$ cat src/rtl/plru_state_tracker.sv
// plru_state_tracker: per-set tree pseudo-LRU bits with a 2-stage update pipeline,
// a bypassed registered read port and a one-set-per-cycle clear sequencer.
//
// Ports:
//   clk, rst_n        clock (rising edge), asynchronous active-low reset
//   upd_valid_i       update request present
//   upd_ready_o       update may be accepted this cycle (IDLE and no clear_req)
//   upd_set_i         set to update
//   upd_way_i         way accessed
//   upd_demote_i      0 = touch (make MRU), 1 = demote (make next victim)
//   rd_valid_i        read request
//   rd_set_i          set to read
//   rd_bits_o         tree bits of the requested set (held while no read)
//   rd_bits_valid_o   rd_bits_o was loaded by the read sampled at the last edge
//   clear_req_i       start a clear sequence (pulse)
//   clear_busy_o      clear sequence in progress
//   clear_done_o      one-cycle pulse after the last set is cleared
module plru_state_tracker #(
  parameter int ASSOCIATIVITY = 8,
  parameter int NUM_SETS      = 16,
  localparam int WAY_W        = $clog2(ASSOCIATIVITY),
  localparam int SET_W        = $clog2(NUM_SETS),
  localparam int NW           = ASSOCIATIVITY - 1
) (
  input  logic             clk,
  input  logic             rst_n,
  input  logic             upd_valid_i,
  output logic             upd_ready_o,
  input  logic [SET_W-1:0] upd_set_i,
  input  logic [WAY_W-1:0] upd_way_i,
  input  logic             upd_demote_i,
  input  logic             rd_valid_i,
  input  logic [SET_W-1:0] rd_set_i,
  output logic [NW-1:0]    rd_bits_o,
  output logic             rd_bits_valid_o,
  input  logic             clear_req_i,
  output logic             clear_busy_o,
  output logic             clear_done_o
);
  typedef enum logic {IDLE, CLEAR} state_e;
  state_e state_q, state_d;
  logic [SET_W-1:0] cnt_q, cnt_d;
  logic done_q, done_d;
  logic stg_vld_q, stg_vld_d;
  logic [SET_W-1:0] stg_set_q, stg_set_d;
  logic [NW-1:0] stg_bits_q, stg_bits_d;
  logic [NW-1:0] rd_bits_q, rd_bits_d;
  logic rd_vld_q, rd_vld_d;
  logic [NW-1:0] mem_q [NUM_SETS];
  logic clr_wr, upd_acc;
  logic [NW-1:0] base, rd_byp;

  // Walk the root-to-leaf path of way w; each node on the path points away from w
  // (touch) or towards w (demote). Nodes off the path keep their value.
  function automatic logic [NW-1:0] plru_apply(input logic [NW-1:0] b,
                                               input logic [WAY_W-1:0] w,
                                               input logic dem);
    logic [NW-1:0] r;
    int a;
    r = b;
    a = 0;
    for (int k = 0; k < WAY_W; k++) begin
      for (int n = 0; n < NW; n++)
        if (n == a) r[n] = dem ? w[WAY_W-1-k] : ~w[WAY_W-1-k];
      a = 2 * a + 1 + int'(w[WAY_W-1-k]);
    end
    return r;
  endfunction

  assign upd_ready_o     = (state_q == IDLE) && !clear_req_i;
  assign clear_busy_o    = (state_q == CLEAR);
  assign clear_done_o    = done_q;
  assign rd_bits_o       = rd_bits_q;
  assign rd_bits_valid_o = rd_vld_q;

  always_comb begin
    state_d = state_q;
    cnt_d   = cnt_q;
    done_d  = 1'b0;
    clr_wr  = 1'b0;
    if (state_q == IDLE) begin
      if (clear_req_i) begin
        state_d = CLEAR;
        cnt_d   = '0;
      end
    end else begin
      clr_wr = 1'b1;
      // The counter parks on the last set instead of wrapping.
      if (cnt_q == SET_W'(NUM_SETS - 1)) begin
        state_d = IDLE;
        done_d  = 1'b1;
      end else begin
        cnt_d = cnt_q + 1'b1;
      end
    end
  end

  always_comb begin
    upd_acc    = upd_valid_i && upd_ready_o;
    // A same-set update committing this edge is the true current state of the set.
    base       = (stg_vld_q && stg_set_q == upd_set_i) ? stg_bits_q : mem_q[upd_set_i];
    stg_vld_d  = upd_acc;
    stg_set_d  = upd_acc ? upd_set_i : stg_set_q;
    stg_bits_d = upd_acc ? plru_apply(base, upd_way_i, upd_demote_i) : stg_bits_q;
    // Reads see whatever the array will hold right after this edge.
    rd_byp     = (stg_vld_q && stg_set_q == rd_set_i) ? stg_bits_q :
                 (clr_wr && cnt_q == rd_set_i) ? '0 : mem_q[rd_set_i];
    rd_bits_d  = rd_valid_i ? rd_byp : rd_bits_q;
    rd_vld_d   = rd_valid_i;
  end

  always_ff @(posedge clk or negedge rst_n) begin
    if (!rst_n) begin
      state_q    <= IDLE;
      cnt_q      <= '0;
      done_q     <= 1'b0;
      stg_vld_q  <= 1'b0;
      stg_set_q  <= '0;
      stg_bits_q <= '0;
      rd_bits_q  <= '0;
      rd_vld_q   <= 1'b0;
    end else begin
      state_q    <= state_d;
      cnt_q      <= cnt_d;
      done_q     <= done_d;
      stg_vld_q  <= stg_vld_d;
      stg_set_q  <= stg_set_d;
      stg_bits_q <= stg_bits_d;
      rd_bits_q  <= rd_bits_d;
      rd_vld_q   <= rd_vld_d;
    end
  end

  // Stage writes and clear writes never coincide: no update is accepted while clearing.
  always_ff @(posedge clk or negedge rst_n) begin
    if (!rst_n) begin
      for (int i = 0; i < NUM_SETS; i++) mem_q[i] <= '0;
    end else begin
      if (stg_vld_q) mem_q[stg_set_q] <= stg_bits_q;
      if (clr_wr) mem_q[cnt_q] <= '0;
    end
  end
endmodule

$ cat config.mk
export PLATFORM = sky130hd
export DESIGN_NAME = plru_state_tracker
export DESIGN_NICKNAME = d
export VERILOG_FILES = /design/src/rtl/plru_state_tracker.sv
export SDC_FILE = /design/constraint.sdc
export NUM_CORES = 1
export LEC_CHECK = 0
export CAP_MARGIN = 20
export CORE_MARGIN = 2
export CORE_UTILIZATION = 62
export CTS_CLUSTER_DIAMETER = 120
export DETAILED_ROUTE_END_ITERATION = 16
export PLACE_DENSITY_LB_ADDON = 0.1
export SLEW_MARGIN = 20
export SYNTH_ARGS = -nofsm -noshare
export SYNTH_HDL_FRONTEND = slang
export SYNTH_SLANG_ARGS = --single-unit
export TNS_END_PERCENT = 50
$ cat constraint.sdc
create_clock -name clk -period 2.33 [get_ports clk]
set_input_delay 0.233 -clock clk [delete_from_list [all_inputs] [get_ports clk]]
set_output_delay 0.233 -clock clk [all_outputs]
set_load 0.01 [all_outputs]
**Word level (Yosys, flattened, before mapping)**

Cells that the tools add are included.

- Register bits after elaboration: 138
- Memories: 0
- Bits in latches: 0
- ROM bits: 0
- RAM bits: 0

- Mux-type cells: 42
- Add/subtract/negate cells: 4
- Equality and inequality tests: 23
- Reductions and logical operators: 18
- Magnitude comparators: 6
- Divide/modulo/power cells: 0
- Multipliers: 0
- Shift-type cells: 0
- Bitwise gates (word level): 10

Operators with widths:

| operator | number |
|---|---|
| $mux W112 | 2 |
| $and A112 B112 Y112 | 1 |
| $bwmux W112 | 1 |
| $not A112 Y112 | 1 |
| $logic_not A32 Y1 | 2 |
| $mux W7 | 9 |
| $bmux W7 S4 | 2 |
| $demux W7 S4 | 2 |
| $mux W1 | 23 |
| $ge A5 B5 Y1 const B | 4 |
| $not A4 Y5 | 4 |
| $ne A3 B1 Y1 const B | 6 |
| $eq A3 B5 Y1 const A | 3 |
| $reduce_and A2 Y1 | 7 |
| $eq A4 B4 Y1 | 3 |
| $mux W4 | 3 |
| $eq A2 B5 Y1 const A | 2 |
| $lt A5 B1 Y1 const B | 2 |
| $eq A3 B2 Y1 const A | 3 |
| $logic_and A1 B1 Y1 | 7 |
| $add A4 B1 Y5 | 1 |
| $eq A1 B5 Y1 const A | 1 |
| $add A3 B1 Y4 const B | 1 |
| $add A4 B1 Y4 const B | 1 |
| 8 further kinds | 12 |

**Longest topological paths before layout**

- Depth after elaboration: 9
- Mapped depth: 7
- Gate-level depth less buffers: 5

**Least setup slack after synthesis**

OpenSTA, ideal clock, no wires.

- Path kind: input port to flip-flop
- Start: in upd_set_i[2]
- End: reg stg_bits_q[2]
- Data required time: 2.204 ns
- Path slack: 0.614 ns
- Stages on the path: 6
- Data arrival time: 1.590 ns
- Cell sequence: buf_2 > clkbuf_1 > mux4_2 > a22oi_1 > nand2_1 > a221o_1

- Cells in the longest elaborated chain, start to end: 7
- Elaborated cells on any way between the ends: 11
- Classes of those cells: eq/ne: 2; mux: 6; bitwise: 1; reduce/logical: 2

RTL lines:

| what | line | text |
|---|---|---|
| start, declared | 29 | `input logic [SET_W-1:0] upd_set_i,` |
| $not A4 Y5 (implied by the code) | 101 | `base = (stg_vld_q && stg_set_q == upd_set_i) ? stg_bits_q : mem_q[upd_set_i];` |
| $bmux W7 S4 | 101 |  |
| $mux W7 (implied by the code) (2 in series) | 101 |  |
| $mux W7 | 101 |  |
| $mux W1 (2 in series) | 64 | `if (n == a) r[n] = dem ? w[WAY_W-1-k] : ~w[WAY_W-1-k];` |
| end signal, assigned | 128 | `stg_bits_q <= stg_bits_d;` |
| end, declared | 46 | `logic [NW-1:0] stg_bits_q, stg_bits_d;` |

Several ways; a longest one is shown, not always the timed one. The select of a mux whose other input is x is not followed.
A chain may end at the register's enable or synchronous reset.

**Worst setup path after layout**

- Start: reg stg_set_q[3]
- End: reg mem_q[62] (netlist name)

- Cells in the longest elaborated chain, start to end: 9
- Elaborated cells on any way between the ends: 10
- Classes of those cells: order compare: 2; mux: 5; bitwise: 2; reduce/logical: 1

RTL lines:

| what | line | text |
|---|---|---|
| start, declared | 45 | `logic [SET_W-1:0] stg_set_q, stg_set_d;` |
| start signal, assigned | 127 | `stg_set_q <= stg_set_d;` |
| $not A4 Y5 (implied by the code) (*) | 139 | `if (stg_vld_q) mem_q[stg_set_q] <= stg_bits_q;` |
| $ge A5 B5 Y1 (implied by the code) / $lt A5 B1 Y1 (equally long branches) | 139 |  |
| $logic_and A1 B1 Y1 (implied by the code) | 139 |  |
| $mux W7 (implied by the code) | 139 |  |
| $demux W7 S4 (*) | 139 |  |
| $bwmux W112 (*) | 139 |  |
| $mux W112 (*) | 139 |  |
| $and A112 B112 Y112 (no line) | n/a |  |
| $mux W112 (*) | 140 | `if (clr_wr) mem_q[cnt_q] <= '0;` |
| end signal, assigned by index | 139 |  |
| end, declared | 49 | `logic [NW-1:0] mem_q [NUM_SETS];` |

Mark *: on every way between the ends. The rest lies on a longest branch, timed or not.

==> flow_summary.yaml <==
timing:
  rsz0062_at_grt: "false"
  fin_ws_ps: 416
  worst_pin_slew_ps: 1120
  setup_viol: 0
  hold_viol: 0
  period_minus_slack_ps: 1910
  clock-skew-final_ps: 10.5
  drv_slew: 0
  finalCritPeriodShare: 0.821
  timing.fmax_ghz: 0.523
  relSlewSlack: 0.255
clock_tree:
  cts_root_buf: "clkbuf_16"
  worst_skew_pair.late_latency_ps: 420
  tritoncts: "done"
  clk_pin_slew_ps: 60
  htree_levels: 4
  cts_setup_buffers: 0
  clockBufferDepth: 2
  cts-resized-gates: 0
  cts.sinks: 138
  numCtsBuffers: 17
  cts_hold_buf: 1
layout:
  utilization: 0.719
  final_cell_mix: "dfrtp_1, nand2_1, a21oi_1"
  areaGrowthSynthToFinish_pct: 13.7
  fillers: 960
  antenna-diode-count: 0
  mostFrequentLayoutCell: "dfrtp_1"
  layout.nets: 795
  drive_above_1_share: 0.141
worst_setup_path:
  worstSetupEndpointType: "flop"
  crit_type: "flop to flop"
  r2r_cells: 5
  setup.worst_path.end: "mem_q[62]"
  arrival_ps: 2260
  cp_data_required_time_ps: 2670
  reg2reg_slack_ps: 420
  crit-reg2reg-launch: "stg_set_q[3]"
  crit_path_start: "stg_set_q[3]"
  critPathLaunchType: "flop"
  critPathMaxFanout: 10
  timing.rr.end: "mem_q[62]"
logic_synthesis:
  synth-seq-area-share: 0.436
  yosysWarnings: 0
  synth_xor_area_frac: 0.0166
  ys_types: 48
  syn_area_per_cell_um2: 10.3
  synth_flop_cell: "dfrtp_1"
  ys_ff_latch: 138
  synth_compound_area_frac: 0.152
  synthMuxAreaShare: 0.209
  synth_top_family_by_area: "multiplexers"
  synthesis.nets: 786
  synth-edff-count: 0
  synthesis.area_um2: 7920
  synth_simple_gate_area_share: 0.134
  syn_inst: 765
  synthAdderAreaFrac: 0.00632
  async_flop_share: 1.00
detailed_routing:
  vias: 6550
  routed_via_density: 6.84
  wl_per_cell_um: 24.5
  routed_wirelength_mm: 23.4
  ant_nets: 0
  drc: 0
  first_pass_iters: 5
  drt-initial-drc-count: 823
grt:
  grt_pass1_vias: 6487
  antenna_found_initial: 0
  grt_max_degree: 62
  grt_pass1_wl_mm: 36.9
  grt-ovfl-total: 0
  grt_use_total: 0.371
floorplan:
  ios: 28
  dieWidth_um: 117
  die-area_um2: 13700
  start_util: 0.632
  die_h_um: 117
  fp.coreArea_um2: 12500
  core.rowCount: 41
power_and_ir_drop:
  power_density_nw_per_um2: 891
  leakage_nw: 4.17
  peakVddDrop_v: 0.000619
status:
  outcome: "finished, final reports clean"
place:
  hpwl_mm: 16.3
  preCtsSetupSlack_ps: -6.26
  place_congestion: 0.911
  place.port_buffers: 27
run:
  cap_violations: 0
hold_path:
  holdCritPathClass: "input port to asynchronous set/reset pin"
synth_stat cells, drive strengths merged (10+ instances only):
library cell,n,share of area
clkbuf,46,0.022
a22o,16,0.018
buf,29,0.022
nand3,12,0.0076
a21oi,72,0.046
o21ai,65,0.041
a22oi,10,0.0095
nand2,97,0.046
nor2b,13,0.010
mux4,52,0.15
mux2i,42,0.053
nor2,67,0.032
and3,10,0.0079
dfrtp,138,0.44
area by class of cell:
type	instances	area, µm²	share of cell area
clock inverters	10	145	0.0161
clock buffers	21	450	0.0501
flip-flops and latches	138	3450	0.384
inverters	5	18.8	0.00209
multi-input cells	547	4100	0.455
well taps	172	215	0.0239
repair buffers	65	617	0.0686
per-stage QoR:
step                      hold WS, ps  instances  cell area, µm²  TNS (ps)  power [mW]
after floorplan                 -62.6        765            7920         0        4.34
final                             369        958            9000         0        8.01
after global placement            235        926            8390         0        5.15
after detailed placement          246        926            8390     -6.26        5.22
after CTS                         374        958            9000         0        7.95
after global routing              426        958            9000         0        8.31
critical path, cell delays in order, from the launching register on:
cell and delay (ps):
dfrtp_1 510, nand2b_1 420, buf_4 290, nor2_1 340
nand2_1 110, a21oi_1 170
layer usage:
metal	part of all wire	up-vias	track usage
li1	-	2799	-
met1	0.40	3244	0.510
met2	0.45	423	0.553
met3	0.10	84	0.105
met4	0.045	0	0.176
met5	0	-	0
cells by family after synthesis:
| logic type | after synthesis |
|---|---|
| muxes | 95 |
| and+or+nand+nor | 235 |
| AOI/OAI and AO/OA | 198 |
| DFF | 138 |
| adders and majority gates | 4 |
| xor gates and xnor gates | 15 |
| buffers and inverters | 80 |
power breakdown:
group | switching (mW) | internal (mW)
logic | 1.16 | 0.783
registers | 0.687 | 2.65
clock network | 1.03 | 1.71
total | 2.87 | 5.14
registers in the layout (all words and copies together), names as in the netlist:
name / cells
clear_busy_o: 1
clear_done_o: 1
cnt_q: 4
mem_q: 112
rd_bits_o: 7
rd_bits_valid_o: 1
stg_bits_q: 7
stg_set_q: 4
stg_vld_q: 1
worst min path at each step:
stage,to,slack (ps),cells after the start
5_1_grt,mem_q[54],430,2
3_3_place_gp,mem_q[51],230,1
4_1_cts,mem_q[51],370,2
6_report,mem_q[54],370,2
2_1_floorplan,clear_busy_o,-60,0
3_5_place_dp,mem_q[54],250,1
(Power assumes the default switching activity.)
